### config.mk
export PLATFORM = sky130hd
export DESIGN_NAME = freq_counter
export DESIGN_NICKNAME = d
export VERILOG_FILES = /design/src/rtl/freq_counter_pkg.sv /design/src/rtl/uart_tx_8n1.sv /design/src/rtl/freq_counter.sv
export SDC_FILE = /design/constraint.sdc
export NUM_CORES = 1
export LEC_CHECK = 0
export BUFFER_PORTS_ARGS = -buffer_cell sky130_fd_sc_hd__buf_2
export CAP_MARGIN = 20
export CORE_MARGIN = 1.5
export CORE_UTILIZATION = 30
export CTS_CLUSTER_DIAMETER = 120
export DETAILED_ROUTE_END_ITERATION = 6
export PLACE_DENSITY = 0.47
export SYNTH_ARGS = -nofsm -noshare
export SYNTH_HDL_FRONTEND = slang
export SYNTH_HIERARCHICAL = 1
export SYNTH_SLANG_ARGS = --single-unit
export TNS_END_PERCENT = 100
### constraint.sdc
create_clock -name clk -period 9.2 [get_ports clk]
set_clock_uncertainty 0.05 [all_clocks]
set_input_delay 0.46 -clock clk [delete_from_list [all_inputs] [get_ports clk]]
set_output_delay 0.46 -clock clk [all_outputs]
set_load 0.01 [all_outputs]
### src/rtl/freq_counter_pkg.sv
// Shared constants, UART state encoding and helpers for freq_counter.
// Report format selected by FREQ_CNT_ASCII_EN (ASCII hex + CRLF vs raw bytes).
package freq_counter_pkg;

    localparam logic [3:0] REG_DIV    = 4'd0;
    localparam logic [3:0] REG_PERIOD = 4'd1;

`ifdef FREQ_CNT_ASCII_EN
    localparam int REPORT_LEN = 10;
`else
    localparam int REPORT_LEN = 4;
`endif

    typedef enum logic [1:0] {
        IDLE,
        START,
        DATA,
        STOP
    } uart_state_t;

    function automatic logic [7:0] hex_ascii(input logic [3:0] n);
        return (n < 4'd10) ? (8'h30 + {4'h0, n}) : (8'h37 + {4'h0, n});
    endfunction

    // A zero divider or period is treated as one
    function automatic logic [31:0] at_least_one(input logic [31:0] v);
        return (v == 32'd0) ? 32'd1 : v;
    endfunction

endpackage

### src/rtl/uart_tx_8n1.sv
// 8N1 UART transmitter; divider latched per byte, back-to-back bytes
// are taken on the last stop-bit cycle so no idle gap is inserted.
module uart_tx_8n1
    import freq_counter_pkg::*;
(
    input  logic        clk,
    input  logic        rst,
    input  logic [7:0]  data,
    input  logic        valid,
    input  logic [31:0] div,
    output logic        ready,
    output logic        busy,
    output logic        tx
);

    uart_state_t state, state_n;
    logic [31:0] cnt, cnt_n;
    logic [31:0] div_q, div_n;
    logic [2:0]  bit_idx, bit_n;
    logic [7:0]  shreg, shreg_n;
    logic        tx_q, tx_n;
    logic        last;

    assign last = (cnt == div_q - 32'd1);
    assign busy = (state != IDLE);
    assign tx   = tx_q;

    always_ff @(posedge clk) begin
        if (rst) begin
            state   <= IDLE;
            cnt     <= '0;
            div_q   <= 32'd1;
            bit_idx <= '0;
            shreg   <= '0;
            tx_q    <= 1'b1;
        end else begin
            state   <= state_n;
            cnt     <= cnt_n;
            div_q   <= div_n;
            bit_idx <= bit_n;
            shreg   <= shreg_n;
            tx_q    <= tx_n;
        end
    end

    always_comb begin
        state_n = state;
        cnt_n   = cnt;
        div_n   = div_q;
        bit_n   = bit_idx;
        shreg_n = shreg;
        tx_n    = tx_q;
        ready   = 1'b0;
        unique case (state)
            IDLE: begin
                ready = 1'b1;
                tx_n  = 1'b1;
                if (valid) begin
                    state_n = START;
                    cnt_n   = '0;
                    shreg_n = data;
                    div_n   = at_least_one(div);
                    tx_n    = 1'b0;
                end
            end
            START: begin
                if (last) begin
                    state_n = DATA;
                    cnt_n   = '0;
                    bit_n   = '0;
                    tx_n    = shreg[0];
                end else begin
                    cnt_n = cnt + 32'd1;
                end
            end
            DATA: begin
                if (last) begin
                    cnt_n = '0;
                    if (bit_idx == 3'd7) begin
                        state_n = STOP;
                        tx_n    = 1'b1;
                    end else begin
                        bit_n   = bit_idx + 3'd1;
                        shreg_n = shreg >> 1;
                        tx_n    = shreg[1];
                    end
                end else begin
                    cnt_n = cnt + 32'd1;
                end
            end
            STOP: begin
                if (last) begin
                    ready = 1'b1;
                    cnt_n = '0;
                    if (valid) begin
                        state_n = START;
                        shreg_n = data;
                        div_n   = at_least_one(div);
                        tx_n    = 1'b0;
                    end else begin
                        state_n = IDLE;
                    end
                end else begin
                    cnt_n = cnt + 32'd1;
                end
            end
        endcase
    end

endmodule

### src/rtl/freq_counter.sv
// Frequency counter: synchronized edge counting, gated window count and
// UART report sequencer (format chosen by FREQ_CNT_ASCII_EN).
module freq_counter
    import freq_counter_pkg::*;
#(
    parameter logic [31:0] DIV_RESET    = 32'd87,
    parameter logic [31:0] PERIOD_RESET = 32'd10_000_000,
    parameter int          SYNC_STAGES  = 2
) (
    input  logic        clk,
    input  logic        rst,
    input  logic [3:0]  addr,
    input  logic [31:0] value,
    input  logic        strobe,
    input  logic        samplee,
    output logic [31:0] oc,
    output logic        tx
);

    logic [SYNC_STAGES-1:0] sync;
    logic                   sync_d;
    logic                   rise;

    logic [31:0] div_r;
    logic [31:0] period_r;
    logic        wr_div;
    logic        wr_per;

    logic [31:0] oc_r;
    logic [31:0] gate_cnt;
    logic [31:0] win_cnt;
    logic [31:0] win_sum;
    logic [31:0] per_eff;
    logic        win_end;
    logic [31:0] result;
    logic        result_vld;

    logic        active;
    logic [3:0]  idx;
    logic [31:0] rpt;
    logic [7:0]  tx_byte;
    logic [4:0]  sh;
    logic        ready;
    logic        busy;
    logic        accept;
    logic        last_byte;

    assign wr_div = strobe && (addr == REG_DIV);
    assign wr_per = strobe && (addr == REG_PERIOD);

    always_ff @(posedge clk) begin
        if (rst) begin
            sync   <= '0;
            sync_d <= 1'b0;
        end else begin
            sync   <= {sync[SYNC_STAGES-2:0], samplee};
            sync_d <= sync[SYNC_STAGES-1];
        end
    end

    assign rise = sync[SYNC_STAGES-1] & ~sync_d;

    always_ff @(posedge clk) begin
        if (rst) begin
            div_r    <= DIV_RESET;
            period_r <= PERIOD_RESET;
        end else begin
            if (wr_div) div_r <= value;
            if (wr_per) period_r <= value;
        end
    end

    always_ff @(posedge clk) begin
        if (rst) oc_r <= '0;
        else     oc_r <= oc_r + {31'd0, rise};
    end

    assign oc = oc_r;

    assign per_eff = at_least_one(period_r);
    // >= so a period shrunk below the running count still ends the window
    assign win_end = (gate_cnt >= per_eff - 32'd1);
    assign win_sum = (&win_cnt) ? win_cnt : win_cnt + {31'd0, rise};

    always_ff @(posedge clk) begin
        if (rst) begin
            gate_cnt   <= '0;
            win_cnt    <= '0;
            result     <= '0;
            result_vld <= 1'b0;
        end else begin
            result_vld <= 1'b0;
            if (wr_per) begin
                gate_cnt <= '0;
                win_cnt  <= '0;
            end else if (win_end) begin
                gate_cnt   <= '0;
                win_cnt    <= '0;
                result     <= win_sum;
                result_vld <= 1'b1;
            end else begin
                gate_cnt <= gate_cnt + 32'd1;
                win_cnt  <= win_sum;
            end
        end
    end

    assign accept    = active & ready;
    assign last_byte = (idx == 4'(REPORT_LEN - 1));

    // Results arriving while any byte is still queued or on the wire are dropped
    always_ff @(posedge clk) begin
        if (rst) begin
            active <= 1'b0;
            idx    <= '0;
            rpt    <= '0;
        end else if (!active) begin
            if (result_vld && !busy) begin
                active <= 1'b1;
                idx    <= '0;
                rpt    <= result;
            end
        end else if (accept) begin
            if (last_byte) active <= 1'b0;
            idx <= idx + 4'd1;
        end
    end

`ifdef FREQ_CNT_ASCII_EN
    assign sh = 5'd28 - {idx[2:0], 2'b00};

    always_comb begin
        tx_byte = 8'h0A;
        if (idx < 4'd8)       tx_byte = hex_ascii(rpt[sh +: 4]);
        else if (idx == 4'd8) tx_byte = 8'h0D;
    end
`else
    assign sh      = 5'd24 - {idx[1:0], 3'b000};
    assign tx_byte = rpt[sh +: 8];
`endif

    uart_tx_8n1 u_uart (
        .clk   (clk),
        .rst   (rst),
        .data  (tx_byte),
        .valid (active),
        .div   (div_r),
        .ready (ready),
        .busy  (busy),
        .tx    (tx)
    );

endmodule

==> impl_metrics.env <==
export IMPL_yosysSeqAreaShare_pct=39.7
export IMPL_final_layout_size_suffix_gt1_share_pct=10.9
export IMPL_clockBufferDepth=3
export IMPL_die_y_um=232
export IMPL_cts_sinks=311
export IMPL_drt_wl_total_mm=44.2
export IMPL_synth_distinct_cells=86
export IMPL_seqPwrFrac_pct=44.2
export IMPL_final_common_cell="dfxtp_1"
export IMPL_required_ns=9.54
export IMPL_die_area_um2=53700
export IMPL_syn_nets=1968
export IMPL_drt_pass1_iter_count=5
export IMPL_diodes=0
export IMPL_cp_max_fo=33
export IMPL_vdd_drop_max_mv=0.138
export IMPL_ys_ff_latch=311
export IMPL_maxCapViolations=0
export IMPL_tritoncts="yes"
export IMPL_p_comb_share_pct=4.4
export IMPL_start_kind="flip-flop"
export IMPL_numCtsBuffers=38
export IMPL_syn_inst=1879
export IMPL_switching_share_pct=22.7
export IMPL_synth_edf_count=0
export IMPL_finalCriticalPeriod_ns=5.46
export IMPL_detailed_place_hpwl_mm=31.8
export IMPL_status="finished clean"
export IMPL_cts_resized=0
export IMPL_die_x_um=232
export IMPL_drc=0
export IMPL_synth_area_leaders="dfxtp_1 40%, nand2_1 6.7%, nor2_1 4.5%"
export IMPL_vias_per_cell=5.11
export IMPL_grt_pass1_wl_mm=71.4
export IMPL_wire_per_inst_um=17.0
export IMPL_globalRouteOverflowTotal=0
export IMPL_grt_start_max_net_pins=89
export IMPL_switchingPower_uw=703
export IMPL_pwr_share_clk_pct=51.4
export IMPL_vias=13300
export IMPL_critPathKind="reg -> reg"
export IMPL_nets=1987
export IMPL_first_iter_violations=941
export IMPL_drt_met1_wl_mm=22.1
export IMPL_wl_met2_mm=19.1
export IMPL_layout_common_cells="311 x dfxtp_1, 281 x nand2_1, 190 x nor2_1, 139 x a21oi_1, 81 x nand3_1"
export IMPL_fill_cells=5502
export IMPL_worst_skew_pair_late_latency_ns=0.55
export IMPL_synth_largest_area_cell="dfxtp_1"
export IMPL_antenna_found_initial=2
export IMPL_grt_use_total_pct=16.6
export IMPL_fp_coreArea_um2=51500
export IMPL_hold_buffers=0
export IMPL_p_int_uw=2390
export IMPL_synth_ff_type="dfxtp_1"
export IMPL_syn_to_final_growth_pct=14.2
export IMPL_ant_nets=0
export IMPL_worstSetupEndpointType="flip-flop"
export IMPL_rrSetupSlack_ns=3.74
export IMPL_io_buffers=72
export IMPL_powerDensity_nw_per_um2=173
export IMPL_place_gp_congestion=0.843
export IMPL_highest_layer="met5"
export IMPL_cts_root_buf="clkbuf_16"
export IMPL_syn_cell_area_um2=15700
export IMPL_syn_area_per_cell_um2=8.35
export IMPL_rsz0062_at_grt="false"
export IMPL_hold_path_class="in -> reg"
export IMPL_grt_pass1_vias=12600
export IMPL_finalHoldViolCount=0
export IMPL_num_rows=83
export IMPL_htreeDepth=2
export IMPL_critPathArrivalTime_ns=5.81
export IMPL_slew_viol_final=0
export IMPL_cts_setup_buffers=0
export IMPL_dr_wl_met3_mm=1.89
export IMPL_clk_pin_slew_ns=0.06
export IMPL_worst_slew_pin_slew_ns=0.967
export IMPL_synth_top_cell_area_share_pct=39.7
export IMPL_relSlewSlack_pct=35.5
export IMPL_synth_warnings=6
export IMPL_async_flop_share_pct=0
export IMPL_period_share_pct=59.4
export IMPL_hold_ws_ns=0.103
export IMPL_setup_tns_ns=0
export IMPL_max_clock_freq_ghz=0.183
export IMPL_p_leak_uw=0.00630
export IMPL_setup_viol=0
export IMPL_boundaryPins=73
export IMPL_initial_utilization_pct=30.5
state kept, by name, indices dropped and copies added (netlist names), 2 cells and up:
register,count
u_uart/bit_idx,3
rpt,32
oc,32
sync,2
result,32
gate_cnt,32
period_r,32
u_uart/shreg,8
idx,4
u_uart/div_q,32
div_r,32
u_uart/state,2
win_cnt,32
u_uart/cnt,32
power groups by stage:
stage	Sequential (uW)	Clock [uW]	Combinational [uW]
CTS	1370	1640	134
finish	1370	1590	135
detailed placement	1400	0	134
global route	1370	1700	152
floorplan	1390	0	86.3
global placement	1400	0	133
metal layers:
layer | up-vias | global-route usage [%]
li1 | 6726 | -
met1 | 6285 | 23.7
met2 | 234 | 25.1
met3 | 68 | 2.79
met4 | 2 | 5.26
met5 | - | 0
layout make-up:
class	instances	area, um2	share of cell area [%]
Inverter	30	113	0.629
Tap cell	680	851	4.75
Timing Repair Buffer	86	492	2.75
Clock buffer	55	1130	6.30
Clock inverter	13	196	1.10
Multi-Input combinational cell	1431	8900	49.7
Sequential cell	311	6230	34.8
metrics by stage:
step / total power, uW / utilization [%] / area [um2] / cells / setup WS (ns)
after global placement: 1530 / 32.1 / 16600 / 2537 / 3.81
after detailed placement: 1530 / 32.1 / 16600 / 2537 / 3.74
after global routing: 3220 / 34.8 / 17900 / 2606 / 3.17
after floorplan: 1480 / - / 15700 / 1879 / 4.86
after CTS: 3140 / 34.7 / 17900 / 2605 / 3.71
final: 3090 / 34.8 / 17900 / 2606 / 3.74
path summary, 6_finish.rpt:
check | cells after the start | end | startpoint
max reg2reg | 17 | result[11] | period_r[23]
min reg2reg | 1 | sync[1] | sync[0]
min | 3 | period_r[9] | value[9]
max | 17 | result[11] | period_r[23]
synth_stat cells (44+ instances only):
library cell	instances
dfxtp_1	311
nand2_1	281
nor2_1	190
a21oi_1	139
clkbuf_1	82
nand3_1	81
xor2_1	73
xnor2_1	66
nand4_1	61
nor3_1	54
ha_1	49
mux2i_1	44
logic make-up (layout without fill, tap and decap cells):
family / count (synthesis) / after routing / share of synthesized area, %
mux: 55 / 55 / 4.17
buf+inv: 137 / 184 / 3.72
compound gates: 311 / 311 / 12.4
xor+xnor: 139 / 139 / 7.76
flops: 311 / 311 / 39.7
simple gates: 877 / 877 / 28.3
fa+ha+maj: 49 / 49 / 3.91
worst max-delay path: stages, from the launching register on:
cell and delay [ns]:
dfxtp_1 0.38, or4_4 0.61, nor4_4 0.27, nand2_1 0.14, nor3_2 0.32, a31oi_1 0.17
ha_1 0.29, and4_1 0.26, and2_1 0.19, nand3_1 0.08, xor2_1 0.18, ha_1 0.28
a21oi_1 0.15, nand2_1 0.06, a221oi_1 0.33, a31o_2 0.63, and2_1 0.78, o31ai_1 0.12
No activity file was read; power rests on OpenSTA's default activity.
